===== src/rtl/top.sv =====
// Two-output logic function of three asynchronous inputs.
// Each input is synchronized, then F1/F2 are computed and registered.
module top #(
  parameter int SYNC_STAGES = 2
) (
  input  logic clk,
  input  logic rst,
  input  logic A,
  input  logic C,
  input  logic D,
  output logic F1,
  output logic F2
);

  logic [SYNC_STAGES-1:0] r_a_sync;
  logic [SYNC_STAGES-1:0] r_c_sync;
  logic [SYNC_STAGES-1:0] r_d_sync;
  logic                   r_f1;
  logic                   r_f2;
  logic                   w_as;
  logic                   w_cs;
  logic                   w_ds;

  assign w_as = r_a_sync[SYNC_STAGES-1];
  assign w_cs = r_c_sync[SYNC_STAGES-1];
  assign w_ds = r_d_sync[SYNC_STAGES-1];

  // Bit 0 is the metastability-exposed capture flop.
  always_ff @(posedge clk or posedge rst) begin
    if (rst) begin
      r_a_sync <= '0;
      r_c_sync <= '0;
      r_d_sync <= '0;
    end else begin
      r_a_sync <= {r_a_sync[SYNC_STAGES-2:0], A};
      r_c_sync <= {r_c_sync[SYNC_STAGES-2:0], C};
      r_d_sync <= {r_d_sync[SYNC_STAGES-2:0], D};
    end
  end

  always_ff @(posedge clk or posedge rst) begin
    if (rst) begin
      r_f1 <= 1'b0;
      r_f2 <= 1'b0;
    end else begin
      r_f1 <= (w_as & w_cs) | w_ds;
      r_f2 <= w_as ^ w_cs ^ w_ds;
    end
  end

  assign F1 = r_f1;
  assign F2 = r_f2;

endmodule


===== config.mk =====
export PLATFORM = sky130hd
export DESIGN_NAME = top
export DESIGN_NICKNAME = d
export VERILOG_FILES = /design/src/rtl/top.sv
export SDC_FILE = /design/constraint.sdc
export NUM_CORES = 1
export LEC_CHECK = 0
export BUFFER_PORTS_ARGS = -buffer_cell sky130_fd_sc_hd__buf_2
export CAP_MARGIN = 15
export CORE_AREA = 4 4 41 43
export CTS_CLUSTER_SIZE = 24
export DETAILED_ROUTE_END_ITERATION = 16
export DIE_AREA = 0 0 45 47
export PLACE_DENSITY_LB_ADDON = 0.2
export SLEW_MARGIN = 30
export SYNTH_ARGS = -nofsm -noshare
export SYNTH_HDL_FRONTEND = slang
export SYNTH_SLANG_ARGS = --single-unit

===== constraint.sdc =====
create_clock -name clk -period 0.99 [get_ports clk]
set_input_delay 0.1485 -clock clk [delete_from_list [all_inputs] [get_ports clk]]
set_output_delay 0.1485 -clock clk [all_outputs]
set_load 0.05 [all_outputs]

==> impl_metrics.json <==
{
  "fin_setup_tns_ns": 0,
  "relSlewSlack": 0.793,
  "synth_flop_cell": "dfrtp_1",
  "yosys.area.top_type": "dfrtp_1",
  "critPathKind": "register to output port",
  "crit_cells": 1,
  "place_ws_ns": 0.0616,
  "vdd_ir_drop_max_mv": 0.984,
  "viasPerCell": 3.05,
  "grt_pass1_wl_um": 614,
  "dieArea_sq_mm": 0.00212,
  "syn-cell-area_sq_um": 231,
  "start_kind": "register",
  "postSynthNetCount": 18,
  "cts_tree": "built",
  "remaining_drc_errors": 0,
  "total_power_uw": 678,
  "syn_to_final_growth_pct": 50.3,
  "finish.utilization": 0.267,
  "num-fill-cells": 139,
  "cp.arrival_ns": 0.78,
  "yosysMostFrequentCell": "dfrtp_1",
  "ant_nets": 0,
  "grt_util_all_layers": 0.0503,
  "place_area_sq_um": 280,
  "cts-buffers-inserted": 3,
  "gr-total-overflow": 0,
  "pwr-share-seq": 0.522,
  "synthArstFlopShare": 1.00,
  "pwr-share-comb": 0.121,
  "ys_warn_count": 0,
  "final-max-slew-violation-count": 0,
  "wirelength_um": 327,
  "seq_area_frac_synth": 0.865,
  "fmax_mhz": 1070,
  "powerDensity_mw_per_mm2": 1950,
  "skew_ns": 0.00189,
  "synth_top_area_share": 0.865,
  "nNetsFinal": 33,
  "fp.coreArea_sq_mm": 0.00130,
  "firstDrtPassIters": 1,
  "cp-end-kind": "output port",
  "antenna_cells": 0,
  "gp_congestion": 0.584,
  "grt_pass1_vias": 149,
  "wl_per_cell_um": 8.18,
  "cts-root-buf": "clkbuf_4",
  "cp_top_family": "flip-flops",
  "clkLatencyLatePin_ns": 0.25,
  "synth_area_leaders": "dfrtp_1 86%, ha_1 5.4%, xor2_1 3.8%",
  "worstRegToRegCells": 2,
  "dieWidth_um": 45,
  "antenna_found_initial": 0,
  "drive_gt1_frac": 0.360,
  "max_cap_viol_count": 0,
  "cp_slowest_stage_delay_ns": 0.35,
  "pwr-share-clk": 0.357,
  "timing.final.crit_share": 0.943,
  "final.min_clock_period_ns": 0.933,
  "cp_num_buf_inv": 1,
  "cts_setup_buffers": 0,
  "outcome": "complete, no violations",
  "ys_ff_latch": 8,
  "p_sw_uw": 158,
  "power_leakage_nw": 0.168,
  "die_h_um": 47,
  "crit_fanout": 1,
  "start_util": 0.178,
  "crit_chain": "buf_4",
  "io-pin-count": 7,
  "setup-violations-final": 0,
  "fin_ws_ns": 0.0566,
  "finalInstanceArea_sq_um": 348,
  "port_buffers": 6,
  "grt_max_degree": 9,
  "whs_path_depth": 0,
  "worstMarginPinSlew_ns": 0.310,
  "synth_area_per_cell_sq_um": 19.3,
  "rsz0062_at_grt": "false",
  "dr.first_iter.drc_count": 0,
  "hold_violations": 0,
  "internal-power_uw": 519,
  "hp-class": "register to register",
  "cts.reportedPaths.clkPinSlew_ns": 0.05,
  "htree_levels": 1,
  "clk_path_buf_depth": 2,
  "synth_edf_count": 0,
  "cp.required_ns": 0.84,
  "synth_cell_types": 5,
  "cts.sinks": 8,
  "netlist_top_cells_count": "8 x dfrtp_1, 1 x ha_1, 1 x inv_1, 1 x or2_1, 1 x xor2_1",
  "num_rows": 13,
  "cp_slowest_cell": "dfrtp_1",
  "synth_cells": 12,
  "vias": 122,
  "switching_share": 0.234
}
## stage by stage
stage	instances	hold WS, ns
after global routing	40	0.348
after CTS	40	0.343
after floorplan	12	-0.0358
after global placement	33	0.102
final	40	0.343
after detailed placement	33	0.108
## cells in the final DEF, fill, tap and decap left out
master,count
dfrtp_1,8
dlygate4sd3_1,4
buf_2,4
clkbuf_4,3
buf_4,2
xor2_1,1
inv_1,1
or2_1,1
ha_1,1
## worst paths after layout
path                                  startpoint               endpoint  slack, ns
min reg2reg                r_d_sync[0]$_DFF_PP0_  r_d_sync[1]$_DFF_PP0_       0.34
max in group asynchronous                    rst  r_c_sync[0]$_DFF_PP0_       0.37
min                        r_d_sync[0]$_DFF_PP0_  r_d_sync[1]$_DFF_PP0_       0.34
max reg2reg                r_a_sync[1]$_DFF_PP0_           F2$_DFF_PP0_       0.06
max                                 F2$_DFF_PP0_                     F2       0.06
min in group asynchronous                    rst  r_a_sync[1]$_DFF_PP0_       0.38
## logic make-up after synthesis
| group | after synthesis | share of synthesized area |
|---|---|---|
| XOR/XNOR | 1 | 0.0378 |
| flip-flops | 8 | 0.865 |
| adder cells (fa/ha/maj) | 1 | 0.0540 |
| buffers and inverters | 1 | 0.0162 |
| AND/OR/NAND/NOR | 1 | 0.0270 |
## layer usage
metal	wire (um)	GRT usage
met5	0	0
met4	0	0.0351
met3	45	0.0575
met2	151	0.0650
met1	130	0.0445
## sequential cells by signal, indices dropped and copies added, names as in the netlist
signal / count
r_a_sync: 2
r_d_sync: 2
F2: 1
r_c_sync: 2
F1: 1
## cell type report
| type | count | area [sq um] | share of cell area |
|---|---|---|---|
| clock buffers | 3 | 22.5 | 0.0647 |
| inverters | 1 | 3.75 | 0.0108 |
| repair buffers | 10 | 75.1 | 0.216 |
| well taps | 15 | 18.8 | 0.0540 |
| multi-input cells | 3 | 27.5 | 0.0791 |
| flip-flops and latches | 8 | 200 | 0.576 |
## what timing repair did
| item | 4_1_cts | 5_1_grt |
|---|---|---|
| hold buffers | 4 | 0 |
| gates resized for setup | 0 | 4 |
| hold endpoints to repair | 11 | 0 |
| setup endpoints to repair | 0 | 2 |
## power groups by stage
stage	combinational (mW)	sequential, mW	clock (mW)
3_5_place_dp	0.0653	0.360	0
6_report	0.0818	0.354	0.242
4_1_cts	0.0772	0.354	0.258
3_3_place_gp	0.0646	0.359	0
5_1_grt	0.0901	0.356	0.283
2_1_floorplan	0.0135	0.392	0
Note: power is estimated with default switching activity, not from simulation.
